File: src/rtl/mux_vec_seq_if.sv
// Signals between the mux test sequencer (master) and the bench/mux side (slave).
interface mux_vec_seq_if;
    logic       start;
    logic       abort;
    logic       mux_out;
    logic       select;
    logic       in1;
    logic       in2;
    logic       busy;
    logic       done;
    logic [2:0] vec_idx;
    logic [3:0] err_cnt;

    modport master (
        input  start, abort, mux_out,
        output select, in1, in2, busy, done, vec_idx, err_cnt
    );

    modport slave (
        output start, abort, mux_out,
        input  select, in1, in2, busy, done, vec_idx, err_cnt
    );
endinterface

File: src/rtl/mux_vec_seq.sv
// Sequencer that walks 3-bit vectors {select,in1,in2} through a 2:1 mux under test.
// Define MUX_VEC_SEQ_CHECK_EN to compile in the mux_out compare and err_cnt counter.
module mux_vec_seq #(
    parameter int HOLD_CYCLES = 5,
    parameter int NUM_VEC     = 8
) (
    input logic           clk,
    input logic           rst,
    mux_vec_seq_if.master bus
);
    // state | meaning
    // IDLE  | outputs 000, waiting for start
    // APPLY | vector vec_idx driven for HOLD_CYCLES cycles, compared at the last one
    // DONE  | one-cycle done pulse, then back to IDLE
    typedef enum logic [1:0] {
        IDLE  = 2'd0,
        APPLY = 2'd1,
        DONE  = 2'd2
    } state_t;

    localparam logic [7:0] HOLD_LAST = 8'(HOLD_CYCLES - 1);
    localparam logic [2:0] VEC_LAST  = 3'(NUM_VEC - 1);

    state_t     state_q, state_d;
    logic [7:0] hold_q, hold_d;
    logic [2:0] vec_q, vec_d;
    logic [3:0] err_q, err_d;
    logic       mismatch;
    logic [2:0] pins;

`ifdef MUX_VEC_SEQ_CHECK_EN
    logic exp_out;
    assign exp_out  = vec_q[2] ? vec_q[0] : vec_q[1];
    assign mismatch = (bus.mux_out != exp_out);
`else
    // err_q stays at its reset/cleared value of zero when checking is compiled out
    assign mismatch = 1'b0;
`endif

    always_comb begin
        state_d = state_q;
        hold_d  = hold_q;
        vec_d   = vec_q;
        err_d   = err_q;
        case (state_q)
            IDLE: begin
                if (bus.start) begin
                    state_d = APPLY;
                    hold_d  = 8'd0;
                    vec_d   = 3'd0;
                    err_d   = 4'd0;
                end
            end
            APPLY: begin
                if (bus.abort) begin
                    state_d = IDLE;
                end else if (hold_q == HOLD_LAST) begin
                    if (mismatch && (err_q != 4'hF)) begin
                        err_d = err_q + 4'd1;
                    end
                    hold_d = 8'd0;
                    if (vec_q == VEC_LAST) begin
                        state_d = DONE;
                    end else begin
                        vec_d = vec_q + 3'd1;
                    end
                end else begin
                    hold_d = hold_q + 8'd1;
                end
            end
            DONE: begin
                state_d = IDLE;
            end
            default: begin
                state_d = IDLE;
            end
        endcase
    end

    always_ff @(posedge clk) begin
        if (rst) begin
            state_q <= IDLE;
            hold_q  <= 8'd0;
            vec_q   <= 3'd0;
            err_q   <= 4'd0;
        end else begin
            state_q <= state_d;
            hold_q  <= hold_d;
            vec_q   <= vec_d;
            err_q   <= err_d;
        end
    end

    assign pins        = (state_q == APPLY) ? vec_q : 3'b000;
    assign bus.select  = pins[2];
    assign bus.in1     = pins[1];
    assign bus.in2     = pins[0];
    assign bus.busy    = (state_q == APPLY);
    assign bus.done    = (state_q == DONE);
    assign bus.vec_idx = vec_q;
    assign bus.err_cnt = err_q;
endmodule

File: src/flat_wrapper.sv
// flat-port wrapper written by rule: the top's interface ports become plain ports
module mux_vec_seq_flat 
#(
    parameter int HOLD_CYCLES = 5,
    parameter int NUM_VEC     = 8
)
  (clk, rst, bus_start, bus_abort, bus_mux_out, bus_select, bus_in1, bus_in2, bus_busy, bus_done, bus_vec_idx, bus_err_cnt);
  mux_vec_seq_if bus_i ();
  input logic clk;
  input logic rst;
  input wire logic [$bits(bus_i.start)-1:0] bus_start;
  input wire logic [$bits(bus_i.abort)-1:0] bus_abort;
  input wire logic [$bits(bus_i.mux_out)-1:0] bus_mux_out;
  output wire logic [$bits(bus_i.select)-1:0] bus_select;
  output wire logic [$bits(bus_i.in1)-1:0] bus_in1;
  output wire logic [$bits(bus_i.in2)-1:0] bus_in2;
  output wire logic [$bits(bus_i.busy)-1:0] bus_busy;
  output wire logic [$bits(bus_i.done)-1:0] bus_done;
  output wire logic [$bits(bus_i.vec_idx)-1:0] bus_vec_idx;
  output wire logic [$bits(bus_i.err_cnt)-1:0] bus_err_cnt;
  assign bus_i.start = bus_start;
  assign bus_i.abort = bus_abort;
  assign bus_i.mux_out = bus_mux_out;
  assign bus_select = bus_i.select;
  assign bus_in1 = bus_i.in1;
  assign bus_in2 = bus_i.in2;
  assign bus_busy = bus_i.busy;
  assign bus_done = bus_i.done;
  assign bus_vec_idx = bus_i.vec_idx;
  assign bus_err_cnt = bus_i.err_cnt;
  mux_vec_seq #(.HOLD_CYCLES(HOLD_CYCLES), .NUM_VEC(NUM_VEC)) u_core (.clk(clk), .rst(rst), .bus(bus_i));
endmodule
File: config.mk
export PLATFORM = sky130hd
export DESIGN_NAME = mux_vec_seq_flat
export DESIGN_NICKNAME = d
export VERILOG_FILES = /design/src/rtl/mux_vec_seq_if.sv /design/src/rtl/mux_vec_seq.sv /design/src/flat_wrapper.sv
export SDC_FILE = /design/constraint.sdc
export NUM_CORES = 1
export LEC_CHECK = 0
export CORE_UTILIZATION = 42
export DETAILED_ROUTE_END_ITERATION = 7
export PLACE_DENSITY_LB_ADDON = 0.1
export SLEW_MARGIN = 20
export SYNTH_ARGS = -nofsm -noshare
export SYNTH_HDL_FRONTEND = slang
export SYNTH_SLANG_ARGS = --single-unit
File: constraint.sdc
create_clock -name clk -period 1.6 [get_ports clk]
set_clock_uncertainty 0.15 [all_clocks]
set_input_delay 0.48 -clock clk [delete_from_list [all_inputs] [get_ports clk]]
set_output_delay 0.48 -clock clk [all_outputs]
set_load 0.01 [all_outputs]
==> run_results.csv, run 1 <==
group,metric,value,unit
timing,fmax,0.5674,GHz
timing,drv_slew,0,
synth,syn_avg_cell_area,8.774,um2
setup_path,crit_buf_inv,3,
clock_network,numCtsBuffers,3,
setup_path,startpoint_type,"flip-flop",
timing,final_hold_viol_count,0,
global_routing,grt_pass1_wl,2898,um
floorplanning,ios,17,
pwr,max-vdd-ir-drop,507.5,uV
placement,place_congestion,0.8397,
timing,finalSetupViolCount,6,
synth,postSynthCellCount,82,
timing,hold_ws,369.1,ps
synth,synth_seq_cells,13,
synth,yosysSeqAreaShare,0.3617,
final_layout,area_delta_synth_final,58.96,%
final_layout,num_antenna_cells,0,
clock_network,cts_tree,"done",
detailed_routing,drt-initial-drc-count,9,
setup_path,crit_fanout,4,
global_routing,grt_max_degree,8,
floorplanning,die-area,0.001882,mm2
setup_path,reg2reg_from,"u_core.hold_q[0]",
final_layout,finalNonFillerCells,134,
global_routing,grt_usage,0.2089,
setup_path,crit_start,"u_core.state_q[1]",
floorplanning,die_w,43.39,um
detailed_routing,drc,0,
detailed_routing,wl,1791,um
clock_network,clock-sinks,13,
final_layout,layout_common_cells,"buf_4, nor2_1, dfxtp_1, xnor2_1, dfxtp_2",
clock_network,htree_levels,1,
detailed_routing,dr.pass1.iters,2,
floorplanning,initial_core_util,0.4615,
setup_path,crit_chain,"nand2b_4 > inv_4 > buf_6 > and2_4 > buf_6",
global_routing,grt_pass1_vias,692,
run_status,violations,"setup timing",
setup_path,rrSetupSlack,-40,ps
detailed_routing,ant_nets,0,
clock_network,cts_buffer_depth,2,
synth,synth_cell_types,30,
setup_path,critPathArrivalTime,1130,ps
final_layout,num-nets-final,128,
floorplanning,rows,14,
clock_network,holdBufCountCts,0,
final_layout,layout-drive-gt1-share,0.5169,
clock_network,cts_root_buffer,"clkbuf_4",
placement,port_buffers,11,
placement,place_inst,128,
worst_hold_path,holdCritPathClass,"reg -> reg",
timing,worst_slack,-162.5,ps
pwr,finalPower,0.6800,mW
run_status,status,"finished with violations",
detailed_routing,via_per_inst,5.142,
timing,fin_crit_sh,1.102,
final_layout,layout_commonest_cell,"buf_4",
global_routing,antenna_found_initial,0,
clock_network,path_clk_slew,80,ps
pwr,power_density,594.6,mW/mm2
detailed_routing,wire_per_inst,13.37,um
setup_path,cp_top_family,"flip-flops",
synth,syn_area,719.4,um2
pwr,power_leakage,0.4726,nW
setup_path,required,970,ps
timing,setup_tns,-534.0,ps
final_layout,fillers,125,
setup_path,cp_slowest_cell,"dfxtp_2",
setup_path,cp_common_cell,"buf_6",
placement,dp_slack,-530.3,ps
detailed_routing,dr_total_vias,689,
global_routing,grt-ovfl-total,0,
setup_path,crit_type,"reg -> out",
synth,yosysWarnings,0,
setup_path,end_kind,"primary output",
placement,place_hpwl,1304,um
worst_hold_path,hp-start,"u_core.hold_q[6]",
floorplanning,core,0.001559,mm2
floorplanning,dieHeight,43.39,um
clock_network,clock_latency,280,ps
setup_path,critPathMaxStageDelay,340,ps
timing,fin_crit,1763,ps
job,cap_violations,0,
timing,grt_setup_unrepaired,"yes",
-- synthesized netlist by cell type --
cell type,count,area [um2]
a22o_1,2,17.52
nand3_1,3,15.01
o31ai_1,1,7.510
dfxtp_1,13,260.3
nand4b_1,1,8.760
a2111oi_1,1,10.01
nand3b_1,1,7.510
or3_1,1,6.260
nor2_1,9,33.78
nand2_1,6,22.52
nand2b_4,1,13.76
a311oi_1,1,8.760
ha_1,4,50.05
inv_1,5,18.77
o2bb2ai_1,1,8.760
mux2_2,1,11.26
a211oi_1,3,22.52
nor3_1,2,10.01
and2_1,4,25.02
nor2b_1,1,6.260
nor4bb_1,1,10.01
a21o_1,1,7.510
buf_4,4,30.03
nand2b_2,1,8.760
a2bb2oi_1,1,8.760
conb_1,1,3.750
a21oi_1,4,20.02
xnor2_1,6,52.55
nand2b_1,1,6.260
or4_1,1,7.510
-- where the power goes --
group | switching (mW) | internal (mW) | total, mW
combinational | 0.0655 | 0.0707 | 0.136
clock | 0.113 | 0.0968 | 0.209
sequential | 0.00449 | 0.330 | 0.334
-- registers in the layout, indices dropped and copies added, names as in the netlist --
name and count:
u_core.bus.vec_idx 3, u_core.hold_q 8, u_core.state_q 2
-- stage by stage --
step | utilization | instance area (um2)
after floorplan | - | 748.2
after global routing | 0.7335 | 1144
final | 0.7335 | 1144
after CTS | 0.7031 | 1096
after detailed placement | 0.6404 | 998.5
after global placement | 0.6404 | 998.5
-- what timing repair did --
| item | in CTS | in global routing |
|---|---|---|
| pin swaps | 7 | 6 |
| setup buffers | 3 | 0 |
| endpoints found under the setup margin | 19 | 16 |
| gates resized for setup | 39 | 20 |
-- per-layer routing --
metal  track usage  wire (um)  vias up
met4       0.07500         19        0
met5             0          0        -
li1              -          -      349
met3       0.03750         65        3
met1        0.2559        804      326
met2        0.3667        902       11
-- cell families after synthesis --
| group | Yosys count | share of synthesized area |
|---|---|---|
| compound gates | 15 | 0.1548 |
| xor+xnor | 6 | 0.07304 |
| fa+ha+maj | 4 | 0.06957 |
| buf+inv | 9 | 0.06783 |
| flops | 13 | 0.3617 |
| mux | 1 | 0.01565 |
| other cells | 1 | 0.005212 |
| simple gates | 33 | 0.2522 |
-- worst min-delay path, delay by kind of cell (launching register included) --
kind | cells | cell delay (ps)
AO/OA/AOI/OAI | 2 | 130
flip-flops | 1 | 350
-- layout make-up --
| class | instances | area, um2 | area share |
|---|---|---|---|
| multi-input combinational | 63 | 543.0 | 0.4748 |
| timing repair buffer | 33 | 265.3 | 0.2319 |
| sequential | 13 | 267.8 | 0.2341 |
| clock buffer | 4 | 26.28 | 0.02298 |
| tap | 16 | 20.02 | 0.01751 |
| inverter | 5 | 21.27 | 0.01860 |
-- final timing paths --
check                                to  depth (start not counted)
setup reg to reg  u_core.bus.vec_idx[0]                          6
hold / removal         u_core.hold_q[6]                          2
setup / recovery                bus_in2                          5
hold reg to reg        u_core.hold_q[6]                          2
(Power assumes the default switching activity.)
==> inputs of run 2 (changes only) <==
CORE_MARGIN = 5   (was default)
==> run_results.csv, run 2 (same netlist as run 1, synthesis figures left out) <==
group,metric,value,unit
detailed_routing,drt-initial-drc-count,6,
pwr,power_density,590.5,mW/mm2
job,cap_violations,0,
clock_network,clock-sinks,13,
final_layout,area_delta_synth_final,60.35,%
setup_path,crit_type,"reg -> out",
timing,fin_crit,1679,ps
floorplanning,rows,15,
detailed_routing,via_per_inst,5.089,
final_layout,layout-drive-gt1-share,0.5085,
floorplanning,dieHeight,51.39,um
clock_network,htree_levels,1,
worst_hold_path,holdCritPathClass,"reg -> reg",
setup_path,end_kind,"primary output",
detailed_routing,dr.pass1.iters,3,
timing,drv_slew,0,
clock_network,cts_root_buffer,"clkbuf_4",
setup_path,required,970,ps
final_layout,num_antenna_cells,0,
floorplanning,die_w,51.39,um
final_layout,largest-register,"u_core.hold_q",
timing,finalSetupViolCount,7,
timing,fin_crit_sh,1.049,
detailed_routing,dr_total_vias,687,
setup_path,critPathArrivalTime,1050,ps
timing,hold_ws,360.1,ps
pwr,power_leakage,0.4752,nW
global_routing,grt_pass1_vias,742,
detailed_routing,wire_per_inst,13.79,um
clock_network,cts_tree,"done",
global_routing,grt_usage,0.1503,
placement,place_congestion,0.7410,
global_routing,antenna_found_initial,0,
floorplanning,initial_core_util,0.4307,
timing,fmax,0.5958,GHz
final_layout,layout_commonest_cell,"buf_4",
run_status,status,"finished with violations",
detailed_routing,drc,0,
global_routing,grt_max_degree,8,
final_layout,largest_reg_flops,8,
floorplanning,ios,17,
final_layout,num-nets-final,128,
timing,grt_setup_unrepaired,"yes",
detailed_routing,ant_nets,0,
final_layout,fillers,143,
placement,place_hpwl,1315,um
global_routing,grt_pass1_wl,2994,um
final_layout,layout_common_cells,"buf_4, nor2_1, buf_6, dfxtp_1",
clock_network,clock_latency,270,ps
placement,dp_slack,-500.3,ps
run_status,violations,"setup timing",
clock_network,cts_buffer_depth,2,
clock_network,path_clk_slew,80,ps
floorplanning,core,0.001670,mm2
clock_network,numCtsBuffers,3,
setup_path,crit_fanout,5,
detailed_routing,wl,1861,um
pwr,max-vdd-ir-drop,375.0,uV
clock_network,holdBufCountCts,0,
floorplanning,die-area,0.002640,mm2
global_routing,grt-ovfl-total,0,
placement,port_buffers,11,
timing,final_hold_viol_count,0,
setup_path,startpoint_type,"flip-flop",
timing,worst_slack,-78.54,ps
## run 2: cell types whose count changed in the layout (fill, tap and decap cells not counted), sizes merged
cell,delta
buf,+1
clkdlybuf4s15,-1
clkdlybuf4s50,+1
dlymetal6s2s,-1
## run 2: per-stage QoR
step	power (mW)	setup TNS (ps)	std cells	cell area [um2]	util
after global routing	0.7165	-828.4	135	1154	0.6906
after CTS	0.6719	-543.2	135	1085	0.6494
after detailed placement	0.4483	-6187	129	999.7	0.5985
after floorplan	0.3999	-64.92	85	748.2	-
after global placement	0.4478	-6016	129	999.7	0.5985
final	0.6812	-352.6	135	1154	0.6906
## run 2: worst paths after layout
check                                           start                     to  slack (ps)  cells past startpoint
worst max-delay path                u_core.state_q[1]                bus_in2         -80                      4
worst min-delay path            u_core.bus.vec_idx[1]  u_core.bus.vec_idx[1]         360                      1
worst max register to register       u_core.hold_q[1]  u_core.bus.vec_idx[0]         -50                      7
worst min register to register  u_core.bus.vec_idx[1]  u_core.bus.vec_idx[1]         360                      1
## run 2: what timing repair did
action,4_1_cts,5_1_grt
pin swaps,9,5
setup endpoints to repair,19,18
resized for setup,43,22
setup buffers,3,1
## run 2: per-layer routing
metal	global-route usage	wire length, um
met1	0.1649	798
met2	0.2797	984
met3	0.03207	65
met4	0.05240	12
met5	0	0
## run 2: layout make-up
type                       count  area [um2]  area share
multi-input combinational     63       539.3      0.4675
timing repair buffer          33       277.8      0.2408
sequential                    13       267.8      0.2321
clock buffer                   4       26.28     0.02278
inverter                       5       21.27     0.01844
tap                           17       21.27     0.01844
## run 2: power by group
group | leakage, nW | switching [mW] | internal [mW]
combinational | 0.352 | 0.0675 | 0.0743
clock | 0.0150 | 0.108 | 0.0964
sequential | 0.108 | 0.00454 | 0.330
total | 0.475 | 0.181 | 0.501
## run 2: worst max-delay path, cell delays in order, from the launching register on
cell	delay (ps)
dfxtp_2	340
nand2b_4	140
inv_4	40
and2_4	150
buf_6	110
==> inputs of run 3 (changes only) <==
CORE_MARGIN = 10   (was 5)
==> run_results.csv, run 3 (same netlist as run 1, synthesis figures left out) <==
group,metric,value,unit
global_routing,grt-ovfl-total,0,
setup_path,crit_type,"reg -> out",
timing,fin_crit_sh,1.055,
placement,place_hpwl,1416,um
clock_network,cts_root_buffer,"clkbuf_4",
timing,finalSetupViolCount,5,
detailed_routing,via_per_inst,5.193,
job,cap_violations,0,
detailed_routing,ant_nets,0,
floorplanning,ios,17,
setup_path,crit_start,"u_core.state_q[1]",
worst_hold_path,hp-start,"u_core.hold_q[7]",
global_routing,grt_pass1_vias,724,
final_layout,num_antenna_cells,0,
setup_path,rrSetupSlack,10,ps
pwr,power_density,602.1,mW/mm2
final_layout,largest-register,"u_core.hold_q",
floorplanning,rows,14,
floorplanning,core,0.001559,mm2
floorplanning,die_w,61.39,um
run_status,status,"finished with violations",
final_layout,seq_area,267.8,um2
placement,port_buffers,11,
timing,final_hold_viol_count,0,
clock_network,cts_buffer_depth,2,
pwr,max-vdd-ir-drop,323.6,uV
global_routing,antenna_found_initial,0,
floorplanning,initial_core_util,0.4615,
detailed_routing,wl,2039,um
placement,dp_slack,-510.5,ps
setup_path,required,970,ps
clock_network,clock_latency,290,ps
setup_path,critPathArrivalTime,1060,ps
floorplanning,die-area,0.003768,mm2
pwr,finalPower,0.6886,mW
setup_path,reg2reg_from,"u_core.state_q[0]",
global_routing,grt_pass1_wl,3222,um
final_layout,largest_reg_flops,8,
timing,worst_slack,-87.49,ps
global_routing,grt_usage,0.1171,
final_layout,multi_input_area,546.8,um2
final_layout,num-nets-final,129,
clock_network,htree_levels,1,
timing,fin_crit,1687,ps
clock_network,numCtsBuffers,3,
detailed_routing,dr.pass1.iters,4,
detailed_routing,drc,0,
placement,place_congestion,0.8076,
detailed_routing,drt-initial-drc-count,11,
final_layout,layout_common_cells,"buf_4, nor2_1, dfxtp_1, xnor2_1, dfxtp_2",
pwr,power_leakage,0.4638,nW
detailed_routing,wire_per_inst,15.10,um
clock_network,cts_tree,"done",
worst_hold_path,holdCritPathClass,"reg -> reg",
clock_network,path_clk_slew,90,ps
timing,fmax,0.5926,GHz
timing,drv_slew,0,
setup_path,startpoint_type,"flip-flop",
clock_network,clock-sinks,13,
global_routing,grt_max_degree,9,
floorplanning,dieHeight,61.39,um
run_status,violations,"setup timing",
setup_path,end_kind,"primary output",
final_layout,layout_commonest_cell,"buf_4",
detailed_routing,dr_total_vias,701,
final_layout,fillers,122,
timing,grt_setup_unrepaired,"yes",
final_layout,layout-drive-gt1-share,0.5462,
final_layout,area_delta_synth_final,58.96,%
setup_path,crit_fanout,5,
## run 3: cell types whose count changed in the layout (fill, tap and decap cells not counted), sizes merged
cell | before | now
buf | 27 | 28
clkinv | 0 | 1
dlygate4sd2 | 5 | 2
clkdlybuf4s15 | 0 | 2
## run 3: power breakdown
group          total (mW)  internal, mW  leakage [nW]  switching [mW]
registers           0.335         0.330         0.108         0.00451
clock network       0.220        0.0931        0.0177           0.127
logic               0.134        0.0696         0.338          0.0647
total               0.689         0.493         0.464           0.196
## run 3: layout make-up
type | instances | area share
Multi-Input combinational cell | 63 | 0.4781
Sequential cell | 13 | 0.2341
Timing Repair Buffer | 34 | 0.2276
Clock buffer | 3 | 0.01969
Tap cell | 16 | 0.01751
Inverter | 5 | 0.01860
Clock inverter | 1 | 0.004376
## run 3: metal layers
layer | vias to the layer above | wire [um] | part of all wire | global-route usage
li1 | 351 | - | - | -
met1 | 330 | 807 | 0.40 | 0.1161
met2 | 16 | 1068 | 0.52 | 0.2041
met3 | 4 | 136 | 0.067 | 0.05967
met4 | 0 | 27 | 0.013 | 0.04777
met5 | - | 0 | 0 | 0
## run 3: repair_timing
action,4_1_cts,5_1_grt
endpoints found under the setup margin,19,18
pin swaps,6,5
hold buffers,0,0
gates resized for setup,41,23
setup buffers,2,2
## run 3: worst max-delay path, cell delays in order, from the launching register on
cell	delay, ps
dfxtp_2	330
nand2b_4	140
inv_4	70
and2_1	110
buf_2	120
## run 3: final timing paths
check | end | cells past startpoint
worst min register to register | u_core.hold_q[7] | 2
worst min-delay path | u_core.hold_q[7] | 2
worst max register to register | u_core.hold_q[6] | 5
worst max-delay path | bus_select | 4
## run 3: through the flow
stage                     hold slack [ps]    util  setup TNS, ps  area [um2]  std cells
after floorplan                     305.4       -         -64.92       748.2         85
after global placement              332.2  0.6404          -6131       998.5        128
after detailed placement            342.6  0.6404          -6127       998.5        128
after CTS                           362.5  0.6854         -489.9        1069        134
after global routing                405.3  0.7335         -790.8        1144        135
final                               379.8  0.7335         -304.7        1144        135
